`src/rtl/vga_sync_decoder.sv`:
```
// -----------------------------------------------------------------------------
// vga_sync_decoder
//
// Receive-side VGA timing recovery. Consumes hsync/vsync/rgb on the pixel
// clock, rebuilds the horizontal (hc) and vertical (vc) position counters from
// the sync edges, checks line/frame timing and only reports valid pixels once
// LOCK_FRAMES consecutive clean frames have been seen.
//
// Every registered output reflects the inputs sampled one cycle earlier.
//
// Ports:
//   clk         in   pixel clock; all inputs synchronous to it
//   reset       in   asynchronous, active-low; clears all state
//   hsync       in   horizontal sync (polarity set by SYNC_NEG)
//   vsync       in   vertical sync   (polarity set by SYNC_NEG)
//   rgb_in      in   12-bit pixel data
//   x, y        out  recovered column/row, 0 when de=0
//   de          out  pixel valid (active region AND locked)
//   rgb_out     out  rgb_in aligned with x/y/de, 0 when de=0
//   frame_start out  one-cycle pulse with de at x=0, y=0
//   locked      out  timing lock status
//   err         out  one-cycle pulse per cycle with any timing violation
//   err_count   out  saturating count of err pulses
// -----------------------------------------------------------------------------
module vga_sync_decoder #(
  parameter int H_ACTIVE    = 640,
  parameter int H_SYNC      = 96,
  parameter int H_BP        = 48,
  parameter int H_TOTAL     = 800,
  parameter int V_ACTIVE    = 480,
  parameter int V_SYNC      = 2,
  parameter int V_BP        = 33,
  parameter int V_TOTAL     = 525,
  parameter int SYNC_NEG    = 1,
  parameter int LOCK_FRAMES = 2
) (
  input  logic        clk,
  input  logic        reset,
  input  logic        hsync,
  input  logic        vsync,
  input  logic [11:0] rgb_in,
  output logic [9:0]  x,
  output logic [9:0]  y,
  output logic        de,
  output logic [11:0] rgb_out,
  output logic        frame_start,
  output logic        locked,
  output logic        err,
  output logic [7:0]  err_count
);

  typedef enum logic [1:0] {S_UNLOCKED, S_TRAIN, S_LOCKED} state_t;

  localparam int GW = (LOCK_FRAMES < 1) ? 1 : $clog2(LOCK_FRAMES + 1);

  localparam logic [9:0] HX0     = 10'(H_SYNC + H_BP);
  localparam logic [9:0] HX1     = 10'(H_SYNC + H_BP + H_ACTIVE);
  localparam logic [9:0] VY0     = 10'(V_SYNC + V_BP - 1);
  localparam logic [9:0] VY1     = 10'(V_SYNC + V_BP - 1 + V_ACTIVE);
  localparam logic [9:0] HT_W    = 10'(H_TOTAL);
  localparam logic [9:0] VT_W    = 10'(V_TOTAL);
  localparam logic [9:0] HS_W    = 10'(H_SYNC);
  localparam logic [9:0] CNT_MAX = '1;
  localparam logic       SYNC_POL = (SYNC_NEG != 0);
  localparam logic [GW-1:0] GF_LAST = GW'(LOCK_FRAMES - 1);

  logic          hs_a, vs_a, hs_d, vs_d;
  logic          hs_rise, hs_fall, vs_rise, consume;
  logic [9:0]    hc_q, vc_q, hc, vc;
  logic          vpend_q, line_ok_q, frame_ok_q;
  logic          line_bad, width_bad, frame_bad, h_timeout, v_timeout;
  logic          err_now, unlock, active, de_n;
  state_t        state_q, state_n;
  logic [GW-1:0] gf_q, gf_n;

  // Normalise both syncs to active-high, then detect edges against the
  // previous sample.
  assign hs_a    = hsync ^ SYNC_POL;
  assign vs_a    = vsync ^ SYNC_POL;
  assign hs_rise = hs_a & ~hs_d;
  assign hs_fall = ~hs_a & hs_d;
  assign vs_rise = vs_a & ~vs_d;

  // A vsync edge in the same cycle as the hsync edge is consumed immediately.
  assign consume = hs_rise & (vpend_q | vs_rise);

  // hc/vc are the position of the pixel on the inputs this cycle; hc_q/vc_q
  // hold the previous cycle's position.
  always_comb begin
    // NOTE: every always_comb output gets a default first so that no path
    // leaves it unassigned and infers a latch.
    hc = (hc_q == CNT_MAX) ? hc_q : hc_q + 10'd1;
    vc = vc_q;
    if (hs_rise) begin
      hc = '0;
      if (consume)              vc = '0;
      else if (vc_q != CNT_MAX) vc = vc_q + 10'd1;
    end
  end

  // The hsync pulse started at hc=0, so at deassertion hc equals its width.
  assign line_bad  = hs_rise & line_ok_q & (hc_q + 10'd1 != HT_W);
  assign width_bad = hs_fall & (hc != HS_W);
  assign frame_bad = consume & frame_ok_q & (vc_q + 10'd1 != VT_W);
  // Counters only pass these values once between edges, so each timeout
  // fires a single time and is re-armed by the next edge.
  assign h_timeout = (hc == HT_W);
  assign v_timeout = hs_rise & (vc == VT_W);
  assign err_now   = line_bad | width_bad | frame_bad | h_timeout | v_timeout;
  assign unlock    = err_now & (state_q != S_UNLOCKED);

  always_comb begin
    state_n = state_q;
    gf_n    = gf_q;
    unique case (state_q)
      S_UNLOCKED: begin
        if (consume) begin
          state_n = S_TRAIN;
          gf_n    = '0;
        end
      end
      S_TRAIN: begin
        if (err_now) begin
          state_n = S_UNLOCKED;
        end else if (consume) begin
          gf_n = gf_q + GW'(1);
          if (gf_q == GF_LAST) state_n = S_LOCKED;
        end
      end
      S_LOCKED: begin
        if (err_now) state_n = S_UNLOCKED;
      end
      default: state_n = S_UNLOCKED;
    endcase
  end

  // A violating cycle never produces a pixel: lock is dropped from here on.
  assign active = (hc >= HX0) && (hc < HX1) && (vc >= VY0) && (vc < VY1);
  assign de_n   = active & (state_q == S_LOCKED) & ~err_now;
  assign locked = (state_q == S_LOCKED);

  always_ff @(posedge clk or negedge reset) begin
    if (!reset) begin
      hs_d        <= 1'b0;
      vs_d        <= 1'b0;
      hc_q        <= '0;
      vc_q        <= '0;
      vpend_q     <= 1'b0;
      line_ok_q   <= 1'b0;
      frame_ok_q  <= 1'b0;
      state_q     <= S_UNLOCKED;
      gf_q        <= '0;
      x           <= '0;
      y           <= '0;
      de          <= 1'b0;
      rgb_out     <= '0;
      frame_start <= 1'b0;
      err         <= 1'b0;
      err_count   <= '0;
    end else begin
      // NOTE: state uses non-blocking assignments so every register samples
      // the pre-edge values regardless of statement order.
      hs_d    <= hs_a;
      vs_d    <= vs_a;
      hc_q    <= hc;
      vc_q    <= vc;
      vpend_q <= consume ? 1'b0 : (vs_rise | vpend_q);

      // The first line/frame after reset or unlock has no valid reference.
      line_ok_q  <= unlock ? 1'b0 : (hs_rise | line_ok_q);
      frame_ok_q <= unlock ? 1'b0 : (consume | frame_ok_q);

      state_q <= state_n;
      gf_q    <= gf_n;

      x           <= de_n ? hc - HX0 : '0;
      y           <= de_n ? vc - VY0 : '0;
      de          <= de_n;
      rgb_out     <= de_n ? rgb_in : '0;
      frame_start <= de_n & (hc == HX0) & (vc == VY0);

      err <= err_now;
      if (err_now && err_count != 8'hFF) err_count <= err_count + 8'd1;
    end
  end

endmodule

```
`config.mk`:
```
export PLATFORM = sky130hd
export DESIGN_NAME = vga_sync_decoder
export DESIGN_NICKNAME = d
export VERILOG_FILES = /design/src/rtl/vga_sync_decoder.sv
export SDC_FILE = /design/constraint.sdc
export NUM_CORES = 1
export LEC_CHECK = 0
export CAP_MARGIN = 15
export CORE_AREA = 2 2 99 101
export CTS_CLUSTER_DIAMETER = 30
export DETAILED_ROUTE_END_ITERATION = 8
export DIE_AREA = 0 0 101 103
export PLACE_DENSITY_LB_ADDON = 0.3
export SYNTH_ARGS = -nofsm -noshare
export SYNTH_HDL_FRONTEND = slang
export SYNTH_SLANG_ARGS = --single-unit
```
`constraint.sdc`:
```
create_clock -name clk -period 7.7 [get_ports clk]
set_input_delay 0.77 -clock clk [delete_from_list [all_inputs] [get_ports clk]]
set_output_delay 0.77 -clock clk [all_outputs]
set_load 0.01 [all_outputs]
```
After elaboration in Yosys (flattened, before gate mapping):

Cells that the tools add are included.

* bits in registers: 72
* latch bits: 0
* memory bits (writable): 0
* ROM bits: 0
* output and inout port bits: 44
* logic and storage cells: 102
* memories: 0

* $add $sub $neg: 6
* multiply operators: 0
* div/mod/pow operators: 0
* $lt $le $gt $ge: 4
* eq/ne operators: 19
* shifts and indexed selects: 0
* muxes and demuxes: 21
* bitwise logic cells: 27
* reduce and logical (&&, ||, !) cells: 9

Operators with widths (number)
* 10-bit 2-to-1 mux: 7
* 10-bit == test, second input constant: 3
* 10-bit inequality test, second input constant: 3
* 10-bit by 1-bit adder with 10-bit output, second input constant: 2
* 10-bit < comparator, second input constant: 2
* 2-bit 2-to-1 mux: 8
* 1-bit bitwise AND: 15
* 12-bit 2-to-1 mux: 1
* 10-bit by 6-bit == test with 1-bit output, second input constant: 1
* 10-bit by 8-bit == test with 1-bit output, second input constant: 1
* 10-bit by 6-bit greater-or-equal comparator with 1-bit output, second input constant: 1
* 10-bit by 8-bit greater-or-equal comparator with 1-bit output, second input constant: 1
* 10-bit by 7-bit inequality test with 1-bit output, second input constant: 1
* 10-bit by 6-bit subtractor with 10-bit output, second input constant: 1
* 10-bit by 8-bit subtractor with 10-bit output, second input constant: 1
* 8-bit by 1-bit adder with 8-bit output, second input constant: 1
* 8-bit inequality test, second input constant: 1
* 4-bit AND reduction: 2
* 1-bit OR: 7
* 2-bit inequality test, second input constant: 3
* 3-bit inequality test, second input constant: 2
* 2-bit case mux with 3 select lines: 1
* 1-bit inverter: 5
* 2-bit by 1-bit == test with 1-bit output, second input constant: 2
* other kinds (8): 14

Longest topological paths before layout:

Gate-level depths: netlist of the first run.

* word-level depth: 13
* gate-level depth with buffers: 14
* mapped depth without buffers: 12

Least setup slack after synthesis of the first run:

OpenSTA, ideal clock, no wires.

* kind: register to register
* start: reg hc_q[0]
* end: reg err_count[4]
* setup time: 128 ps
* data arrival time: 2894 ps
* data required time: 7572 ps
* path slack: 4678 ps
* stages on the path, launching flop included: 12
* cells stage by stage: dfrtp_1 ha_1 and2_1 clkbuf_2 nand4_2 a31oi_1 ha_1 nor3b_2 or4bb_1 nand4_4 nand4_1 mux2_1

* cells in the longest elaborated chain, start to end: 10
* elaborated cells between the ends (all ways): 14
* those cells by class: 1 x add/sub; 4 x eq/ne; 2 x mux; 6 x bitwise; 1 x reduce/logical

Ends and longest elaborated chain
* from (decl): line 69 `logic [9:0] hc_q, vc_q, hc, vc;`
* from (signal assigned): line 146 `hc_q <= '0;`
* from (signal assigned): line 165 `hc_q <= hc;`
* 10-bit by 1-bit adder with 10-bit output / 10-bit == test (equally long branches): line 92 `hc = (hc_q == CNT_MAX) ? hc_q : hc_q + 10'd1;`
* 10-bit 2-to-1 mux (*): line 92
* 10-bit 2-to-1 mux (*): line 94 `if (hs_rise) begin`
* named net hc[5]: line 69
* 10-bit by 7-bit inequality test with 1-bit output: line 103 `assign width_bad = hs_fall & (hc != HS_W);`
* 1-bit bitwise AND: line 103
* 1-bit OR (2 in a row): line 109 `assign err_now = line_bad | width_bad | frame_bad | h_timeout | v_timeout;`
* 1-bit OR (*) (2 in a row): line 109
* 1-bit logical AND (*): line 183 `if (err_now && err_count != 8'hFF) err_count <= err_count + 8'd1;`
* to (signal assigned): line 183
* to (decl): line 49 `output logic [7:0] err_count`

The timed path passes the listed nets; every way through them passes the cells marked *.
A chain may end at the register's enable or synchronous reset.

Worst setup path in the final report of the first run:

* start: reg hc_q[0]
* end: reg x[2]

* cells in the longest elaborated chain, start to end: 12
* elaborated cells between the ends (all ways): 23
* those cells by class: 2 x add/sub; 2 x order compare; 4 x eq/ne; 3 x mux; 9 x bitwise; 3 x reduce/logical

Ends and longest elaborated chain
* 10-bit by 1-bit adder with 10-bit output / 10-bit == test (equally long branches): line 92
* 10-bit 2-to-1 mux (*): line 92
* 10-bit 2-to-1 mux (*): line 94
* named net hc[4]: line 69
* parallel branches: the longest is 7 deep, another holds 10-bit by 8-bit greater-or-equal comparator with 1-bit output
* 1-bit bitwise AND (*): line 139 `assign de_n = active & (state_q == S_LOCKED) & ~err_now;`
* 10-bit 2-to-1 mux (*): line 176 `x <= de_n ? hc - HX0 : '0;`
* to (signal assigned): line 176
* to (decl): line 42 `output logic [9:0] x,`

Mark *: on every way through the listed nets, which the timed path passes.

==> impl_metrics.env, run 1 <==
export IMPL_rsz0062_at_grt="no"
export IMPL_final_common_cell="dfrtp_1"
export IMPL_critPathCaptureType="flip-flop"
export IMPL_dpl_cell_area_mm2=0.00441
export IMPL_p_switching_mw=0.331
export IMPL_clk_pin_slew_worst_paths_ps=80
export IMPL_cp_common_cell="ha_1"
export IMPL_io_buffers=59
export IMPL_syn_cell_area_mm2=0.00377
export IMPL_slew_headroom_pct=40.5
export IMPL_nNetsFinal=453
export IMPL_fmax_mhz=256
export IMPL_syn_nets=399
export IMPL_dieArea_mm2=0.0104
export IMPL_die_height_um=103
export IMPL_detail_route_antenna_nets=0
export IMPL_route_detailed_drc=0
export IMPL_gp_congestion=0.953
export IMPL_cts_root_buffer="clkbuf_8"
export IMPL_fin_ws_ps=3790
export IMPL_syn_mean_instance_area_um2=10.1
export IMPL_min_delay_path_depth=1
export IMPL_r2r_start="hc_q[0]"
export IMPL_path_cells="ha_1, and2_1, nand4_2, a21oi_1, inv_1, ha_1, nor3b_2, or4bb_1, nand4_4, nand4b_4, nor4_1"
export IMPL_worstHoldPathType="reg2reg"
export IMPL_grt_overflow_total=0
export IMPL_hold_viol_final=0
export IMPL_synth_edf_count=0
export IMPL_start_util_pct=39.9
export IMPL_switching_share_pct=31.5
export IMPL_area_growth_pct=22.8
export IMPL_final_cells=548
export IMPL_pwr_share_clk_pct=32.5
export IMPL_synth_warnings=0
export IMPL_ys_flop_type="dfrtp_1"
export IMPL_hold_path_end="err_count[5]"
export IMPL_cts_sinks=72
export IMPL_p_int_mw=0.720
export IMPL_ctsHoldBuffers=0
export IMPL_crit_path_max_incr_delay_ps=620
export IMPL_place_inst=532
export IMPL_p_per_area_mw_per_mm2=227
export IMPL_path_class="reg2reg"
export IMPL_drt_total_wl_mm=8.59
export IMPL_htreeDepth=3
export IMPL_required_ps=7920
export IMPL_startpoint_type="flip-flop"
export IMPL_drt_iter0_drc=198
export IMPL_vdd_drop_max_v=0.000152
export IMPL_stdcell_area_mm2=0.00463
export IMPL_grt_max_degree=73
export IMPL_most_common_layout_cells="dfrtp_1, clkdlybuf4s50_1, nor2_1, inv_1, nand2_1"
export IMPL_cts_made_buffers=9
export IMPL_static_leakage_power_nw=2.05
export IMPL_io_pins=60
export IMPL_cp_data_arrival_time_ps=4130
export IMPL_grt_pass1_wl_mm=14.2
export IMPL_tightest_slew_ps=893
export IMPL_drv_cap=0
export IMPL_final_fill_count=866
export IMPL_cts_resized=0
export IMPL_reg2reg_depth=11
export IMPL_hpwl_mm=5.97
export IMPL_vias=3067
export IMPL_cts_setup_buffers=0
export IMPL_p_total_mw=1.05
export IMPL_setup_viol=0
export IMPL_grt_pass1_vias=2874
export IMPL_hp_start="err_count[5]"
export IMPL_drt_pass1_iter_count=5
export IMPL_period_minus_slack_ps=3910
export IMPL_core_area_mm2=0.00946
export IMPL_seq_area_frac_synth_pct=47.7
export IMPL_status="finished, final reports clean"
export IMPL_ys_ff_latch=72
export IMPL_grtUsageTotal_pct=17.3
export IMPL_r2r_slack_ps=3790
export IMPL_grt_antenna_before_repair=0
export IMPL_clk_path_buf_depth=2
export IMPL_cp_max_fo=32
export IMPL_clkLatencyLatePin_ps=350
export IMPL_die_x_um=101
export IMPL_viasPerCell=5.60
export IMPL_rows=36
export IMPL_netlist_instances=375
export IMPL_tritoncts="built"
export IMPL_timing_setup_tns_ps=0
export IMPL_seqPwrFrac_pct=45.2
export IMPL_rr_endpoint="x[2]"
export IMPL_worst_path_max_delay_cell="nand4b_4"
export IMPL_ys_types=81
export IMPL_post_route_period_util_pct=50.8
export IMPL_antenna_cells=0
export IMPL_layout_drive_gt1_share_pct=11.1
export IMPL_pwr_share_comb_pct=22.4
export IMPL_skew_ps=16.6
export IMPL_wl_per_cell_um=15.7
export IMPL_dpl_worst_slack_ps=3530
export IMPL_final_max_slew_viol_count=0
export IMPL_async_flop_share_pct=100
[critical path: cells and delay by family (launching register included)]
kind	cells	cell delay (ps)
and+or+nand+nor	7	2250
DFF	1	440
adders and majority gates	2	480
buffers and inverters	1	130
AOI/OAI and AO/OA	1	460
[how the worst max path moves through the flow]
stage | startpoint | endpoint | cells after the start
global placement | hsync | x[3] | 10
CTS | hc_q[0] | x[2] | 11
finish | hc_q[0] | x[2] | 11
global route | hc_q[0] | x[2] | 11
floorplan | hc_q[0] | err_count[4] | 11
detailed placement | hsync | x[2] | 11
[cells by family after synthesis]
logic type | synth area share [%]
mux | 2.25
xor+xnor | 3.22
flops | 47.7
fa+ha+maj | 2.65
buf+inv | 5.87
other cells | 0.0993
simple gates | 23.0
compound gates | 15.1
[synth_stat cells (all sizes together) (5+ instances only)]
| cell type | number | share of area [%] |
|---|---|---|
| nor2 | 43 | 4.5 |
| inv | 30 | 3.0 |
| ha | 8 | 2.7 |
| nand2 | 24 | 2.4 |
| dfrtp | 72 | 48 |
| buf | 15 | 2.5 |
| o21ai | 12 | 1.7 |
| xnor2 | 10 | 2.5 |
| a31oi | 7 | 1.3 |
| nand4 | 15 | 3.0 |
| nand3 | 12 | 1.7 |
| a211oi | 5 | 1.3 |
| nor3 | 13 | 2.3 |
| a41oi | 6 | 1.6 |
| and3 | 7 | 1.3 |
| a21oi | 18 | 2.9 |
| nand2b | 7 | 1.2 |
[metrics by stage]
stage,hold slack (ps),util (%)
2_1_floorplan,464,-
3_3_place_gp,478,46.6
3_5_place_dp,482,46.6
4_1_cts,501,49.0
5_1_grt,522,49.0
6_report,492,49.0
[power by group through the flow]
stage	Clock, mW	Sequential (mW)	Combinational (mW)
final	0.341	0.475	0.235
after global routing	0.367	0.484	0.262
after CTS	0.350	0.475	0.237
after detailed placement	0	0.481	0.235
after global placement	0	0.480	0.233
after floorplan	0	0.474	0.154
[per-layer routing]
layer / wire [µm] / GRT usage (%) / vias up
met5: 0 / 0 / -
met4: 146 / 5.51 / 0
met3: 442 / 3.93 / 23
met2: 4040 / 26.2 / 105
met1: 3960 / 24.8 / 1484
li1: - / - / 1455
[layout make-up]
cell class	instances	area [µm²]	area share [%]
flip-flops and latches	72	1800	38.9
multi-input cells	255	1750	37.8
repair buffers	60	596	12.9
well taps	114	143	3.08
clock buffers	9	124	2.67
inverters	31	116	2.51
clock inverters	7	103	2.21
[registers in the layout (all words and copies together) (netlist names), 2 cells and up]
register and count:
vc_q 10, x 10, gf_q 2, rgb_out 12
state_q 2, hc_q 10, y 10, err_count 8
No activity file was read; power rests on OpenSTA's default activity.
==> inputs of run 2 (changes only) <==
==> constraint.sdc (replaced) <==
create_clock -name clk -period 4 [get_ports clk]
set_input_delay 0.4 -clock clk [delete_from_list [all_inputs] [get_ports clk]]
set_output_delay 0.4 -clock clk [all_outputs]
set_load 0.01 [all_outputs]
==> run 2 against run 1 <==
Via count decreased by 1.6%; total power increased by 89%; setup slack got worse by 3500 ps; fmax increased by 6.3%; critical path depth unchanged; clock-buffer cell count unchanged; sequential power increased by 93%; combinational power increased by 94%; worst hold slack got worse by 330 ps; cell area increased by 0.27%; critical path type unchanged; largest power group unchanged; highest routed layer unchanged.
==> impl_metrics.env, run 2 (same netlist as run 1, synthesis figures left out) <==
export IMPL_status="finished, final reports clean"
export IMPL_vias=3019
export IMPL_hold_viol_final=0
export IMPL_clk_path_buf_depth=2
export IMPL_viasPerCell=5.48
export IMPL_nNetsFinal=456
export IMPL_period_minus_slack_ps=3680
export IMPL_multiInputGateArea_mm2=0.00176
export IMPL_holdWs_ps=166
export IMPL_cts_root_buffer="clkbuf_8"
export IMPL_worst_path_max_delay_cell="or4bb_1"
export IMPL_io_buffers=59
export IMPL_largest_reg_flops=12
export IMPL_rows=36
export IMPL_vdd_drop_max_v=0.000259
export IMPL_crit_path_max_incr_delay_ps=560
export IMPL_path_cells="ha_1, and2_1, nand4_2, a31oi_2, ha_1, nor3b_2, or4bb_1, nand4_4, nand4b_4, buf_4, nor2_1"
export IMPL_htreeDepth=3
export IMPL_required_ps=4240
export IMPL_p_int_mw=1.33
export IMPL_largest_register="rgb_out"
export IMPL_dpl_cell_area_mm2=0.00443
export IMPL_path_class="reg2reg"
export IMPL_static_leakage_power_nw=2.06
export IMPL_final_common_cell="dfrtp_1"
export IMPL_grt_antenna_before_repair=0
export IMPL_wl_per_cell_um=15.6
export IMPL_p_switching_mw=0.657
export IMPL_cts_setup_buffers=0
export IMPL_pwr_share_comb_pct=23.0
export IMPL_die_x_um=101
export IMPL_stdcell_area_mm2=0.00465
export IMPL_slew_headroom_pct=40.5
export IMPL_timing_setup_tns_ps=0
export IMPL_area_growth_pct=23.1
export IMPL_reg2reg_depth=11
export IMPL_drt_total_wl_mm=8.58
export IMPL_pwr_share_clk_pct=30.9
export IMPL_skew_ps=9.80
export IMPL_drt_pass1_iter_count=4
export IMPL_tritoncts="built"
export IMPL_cp_data_arrival_time_ps=3920
export IMPL_final_max_slew_viol_count=0
export IMPL_switching_share_pct=33.0
export IMPL_cts_sinks=72
export IMPL_clk_pin_slew_worst_paths_ps=80
export IMPL_grt_max_degree=73
export IMPL_seqPwrFrac_pct=46.1
export IMPL_clkLatencyLatePin_ps=360
export IMPL_cp_max_fo=22
export IMPL_antenna_cells=0
export IMPL_most_common_layout_cells="dfrtp_1, clkdlybuf4s50_1, nor2_1, inv_1, nand2_1"
export IMPL_grt_overflow_total=0
export IMPL_core_area_mm2=0.00946
export IMPL_critPathCaptureType="flip-flop"
export IMPL_dieArea_mm2=0.0104
export IMPL_critPathBufInv=1
export IMPL_gp_congestion=0.935
export IMPL_seq_area_mm2=0.00180
export IMPL_cts_resized=0
export IMPL_io_pins=60
export IMPL_post_route_period_util_pct=91.9
export IMPL_route_detailed_drc=0
export IMPL_drt_iter0_drc=173
export IMPL_ctsHoldBuffers=0
export IMPL_grt_pass1_vias=2910
export IMPL_worstHoldPathType="in2async"
export IMPL_layout_drive_gt1_share_pct=11.9
export IMPL_detail_route_antenna_nets=0
export IMPL_setup_viol=0
export IMPL_cts_made_buffers=9
export IMPL_fmax_mhz=272
export IMPL_tightest_slew_ps=893
export IMPL_rsz0062_at_grt="no"
export IMPL_worst_path_stages=11
export IMPL_start_util_pct=39.9
export IMPL_drv_cap=0
export IMPL_final_cells=551
export IMPL_grt_pass1_wl_mm=14.3
export IMPL_final_fill_count=932
export IMPL_hpwl_mm=6.13
export IMPL_startpoint_type="flip-flop"
export IMPL_grtUsageTotal_pct=17.7
export IMPL_place_inst=535
export IMPL_cp_common_cell="ha_1"
export IMPL_die_height_um=103
export IMPL_p_per_area_mw_per_mm2=428
export IMPL_cpLargestDelayFamily="simple AND/OR/NAND/NOR gates"
## run 2: per-layer routing
| layer | global-route usage [%] | wire length [µm] | vias to the layer above |
|---|---|---|---|
| li1 | - | - | 1456 |
| met1 | 24.6 | 3850 | 1459 |
| met2 | 26.8 | 4070 | 97 |
| met3 | 4.34 | 584 | 7 |
| met4 | 6.65 | 74 | 0 |
| met5 | 0 | 0 | - |
## run 2: cell type report
cell class	instances	area share, %
clock buffers	9	2.67
clock inverters	7	1.86
inverters	31	2.50
multi-input cells	255	37.8
flip-flops and latches	72	38.8
well taps	114	3.07
repair buffers	63	13.3
## run 2: worst paths after layout
| check | end | from | slack (ps) |
|---|---|---|---|
| min reg2reg | frame_ok_q | frame_ok_q | 500 |
| min in group clk | frame_ok_q | frame_ok_q | 500 |
| min | err_count[1] | reset | 170 |
| max reg2reg | y[5] | hc_q[0] | 320 |
| max | y[5] | hc_q[0] | 320 |
| max in group asynchronous | y[8] | reset | 3260 |
## run 2: through the flow
| step | worst slack [ps] | total power [mW] | utilization [%] |
|---|---|---|---|
| global placement | 221 | 1.38 | 46.8 |
| detailed placement | 241 | 1.38 | 46.8 |
| CTS | 216 | 2.00 | 49.1 |
| finish | 323 | 1.99 | 49.1 |
| floorplan | 978 | 1.21 | - |
| global route | 70.9 | 2.10 | 49.1 |
## run 2: power by group through the flow
stage,Combinational [mW],Clock (mW),Sequential [mW]
CTS,0.460,0.627,0.914
finish,0.456,0.614,0.917
detailed placement,0.456,0,0.927
global route,0.512,0.660,0.932
floorplan,0.296,0,0.912
global placement,0.453,0,0.926
==> inputs of run 3 (changes only) <==
--- a/config.mk
+++ b/config.mk
@@ -8,8 +8,10 @@
 export CAP_MARGIN = 15
 export CORE_AREA = 2 2 99 101
 export CTS_CLUSTER_DIAMETER = 30
+export CTS_CLUSTER_SIZE = 10
 export DETAILED_ROUTE_END_ITERATION = 8
 export DIE_AREA = 0 0 101 103
+export GPL_TIMING_DRIVEN = 0
 export PLACE_DENSITY_LB_ADDON = 0.3
 export SYNTH_ARGS = -nofsm -noshare
 export SYNTH_HDL_FRONTEND = slang
==> constraint.sdc (replaced) <==
create_clock -name clk -period 4.1 [get_ports clk]
set_input_delay 0.41 -clock clk [delete_from_list [all_inputs] [get_ports clk]]
set_output_delay 0.41 -clock clk [all_outputs]
set_load 0.01 [all_outputs]
==> run 3 against run 2 <==
Utilization up 0.87 points; largest cell class unchanged; cell area up 1.8%; worst hold slack better by 340 ps; largest power group unchanged.
==> impl_metrics.env, run 3 (same netlist as run 1, synthesis figures left out) <==
export IMPL_r2r_slack_ps=550
export IMPL_path_class="reg2reg"
export IMPL_worst_path_stages=12
export IMPL_io_pins=60
export IMPL_static_leakage_power_nw=2.12
export IMPL_critPathCaptureType="flip-flop"
export IMPL_critPathBufInv=2
export IMPL_r2r_start="hc_q[0]"
export IMPL_setup_viol=0
export IMPL_die_height_um=103
export IMPL_route_detailed_drc=0
export IMPL_cpLargestDelayFamily="simple AND/OR/NAND/NOR gates"
export IMPL_io_buffers=59
export IMPL_rsz0062_at_grt="no"
export IMPL_largest_reg_flops=12
export IMPL_layout_drive_gt1_share_pct=14.2
export IMPL_grt_overflow_total=0
export IMPL_grt_pass1_vias=3037
export IMPL_area_growth_pct=25.3
export IMPL_status="finished, final reports clean"
export IMPL_start_util_pct=39.9
export IMPL_cts_setup_buffers=0
export IMPL_timing_setup_tns_ps=0
export IMPL_worstHoldPathType="reg2reg"
export IMPL_post_route_period_util_pct=86.5
export IMPL_wl_per_cell_um=15.7
export IMPL_rr_endpoint="x[7]"
export IMPL_htreeDepth=3
export IMPL_tightest_slew_ps=634
export IMPL_largest_register="rgb_out"
export IMPL_top_layer="met4"
export IMPL_cp_endpoint="x[7]"
export IMPL_vias=3127
export IMPL_skew_ps=12.1
export IMPL_cts_sinks=72
export IMPL_dr_wl_met3_um=454
export IMPL_cp_common_cell="ha_1"
export IMPL_grt_antenna_before_repair=0
export IMPL_startpoint_type="flip-flop"
export IMPL_hpwl_mm=6.47
export IMPL_vdd_drop_max_v=0.000264
export IMPL_fmax_mhz=282
export IMPL_drt_pass1_iter_count=5
export IMPL_met1Wirelength_mm=3.99
export IMPL_cts_made_buffers=9
export IMPL_clk_pin_slew_worst_paths_ps=80
export IMPL_multiInputGateArea_mm2=0.00175
export IMPL_detail_route_antenna_nets=0
export IMPL_final_max_slew_viol_count=0
export IMPL_cts_root_buffer="clkbuf_8"
export IMPL_crit_start="hc_q[0]"
export IMPL_cp_data_arrival_time_ps=3770
export IMPL_slew_headroom_pct=57.4
export IMPL_die_x_um=101
export IMPL_cts_resized=0
export IMPL_drt_total_wl_mm=8.86
export IMPL_wl_met2_mm=4.31
export IMPL_p_per_area_mw_per_mm2=400
export IMPL_clkLatencyLatePin_ps=340
export IMPL_dieArea_mm2=0.0104
export IMPL_grt_pass1_wl_mm=14.9
export IMPL_most_common_layout_cells="dfrtp_1, clkdlybuf4s50_1, nor2_1, inv_1, nand2_1"
export IMPL_nNetsFinal=471
export IMPL_gp_congestion=0.951
export IMPL_rows=36
export IMPL_cp_max_fo=10
export IMPL_reg2reg_depth=12
export IMPL_drv_cap=0
export IMPL_tritoncts="built"
export IMPL_path_cells="ha_1, and2_1, clkbuf_2, nand4_2, a31oi_1, ha_1, nor3b_2, or4bb_1, nand4_4, nand4b_4, buf_4, nor2_1"
export IMPL_dpl_worst_slack_ps=515
export IMPL_grt_max_degree=47
export IMPL_clk_path_buf_depth=2
export IMPL_hold_viol_final=0
export IMPL_seq_area_mm2=0.00180
export IMPL_core_area_mm2=0.00946
export IMPL_fin_ws_ps=552
export IMPL_final_common_cell="dfrtp_1"
export IMPL_worst_path_max_delay_cell="or4bb_1"
export IMPL_viasPerCell=5.52
export IMPL_grtUsageTotal_pct=18.1
export IMPL_final_fill_count=883
export IMPL_crit_path_max_incr_delay_ps=550
export IMPL_antenna_cells=0
export IMPL_required_ps=4320
export IMPL_drt_iter0_drc=247
export IMPL_period_minus_slack_ps=3550
run 3: layer usage:
layer | vias up | track usage, %
li1 | 1485 | -
met1 | 1537 | 25.0
met2 | 96 | 29.5
met3 | 9 | 3.59
met4 | 0 | 4.68
met5 | - | 0
run 3: cell type report:
cell class | instances | share of cell area, %
flip-flops and latches | 72 | 38.1
inverters | 31 | 2.46
well taps | 114 | 3.02
plain buffers | 17 | 2.22
clock inverters | 7 | 1.32
clock buffers | 9 | 2.62
multi-input cells | 255 | 37.0
repair buffers | 61 | 13.2
run 3: through the flow:
stage | util [%] | std cells | power (mW) | instance area, µm² | hold WS (ps)
floorplan | - | 375 | 1.18 | 3770 | 114
global placement | 47.7 | 548 | 1.34 | 4510 | 480
detailed placement | 47.9 | 549 | 1.36 | 4530 | 364
CTS | 50.0 | 566 | 1.91 | 4730 | 502
global route | 50.0 | 566 | 2.01 | 4730 | 541
finish | 50.0 | 566 | 1.89 | 4730 | 502
run 3: how the worst min path moves through the flow:
stage                  from           end  slack, ps  depth (start not counted)
6_report         frame_ok_q    frame_ok_q        500                          1
3_3_place_gp      line_ok_q     line_ok_q        480                          1
3_5_place_dp          reset          x[4]        360                          1
2_1_floorplan         reset            de        110                          0
5_1_grt        err_count[5]  err_count[5]        540                          1
4_1_cts          frame_ok_q    frame_ok_q        500                          1
run 3: timing repair:
item | in CTS | in global routing
hold buffers | 1 | 0
endpoints found under the hold margin | 21 | 0
setup endpoints to repair | 0 | 0
run 3: where the power goes:
group          leakage [nW]  switching [mW]  internal, mW
clock                0.0863           0.307         0.232
sequential            0.967          0.0900         0.790
combinational          1.07           0.246         0.226
total                  2.12           0.643          1.25
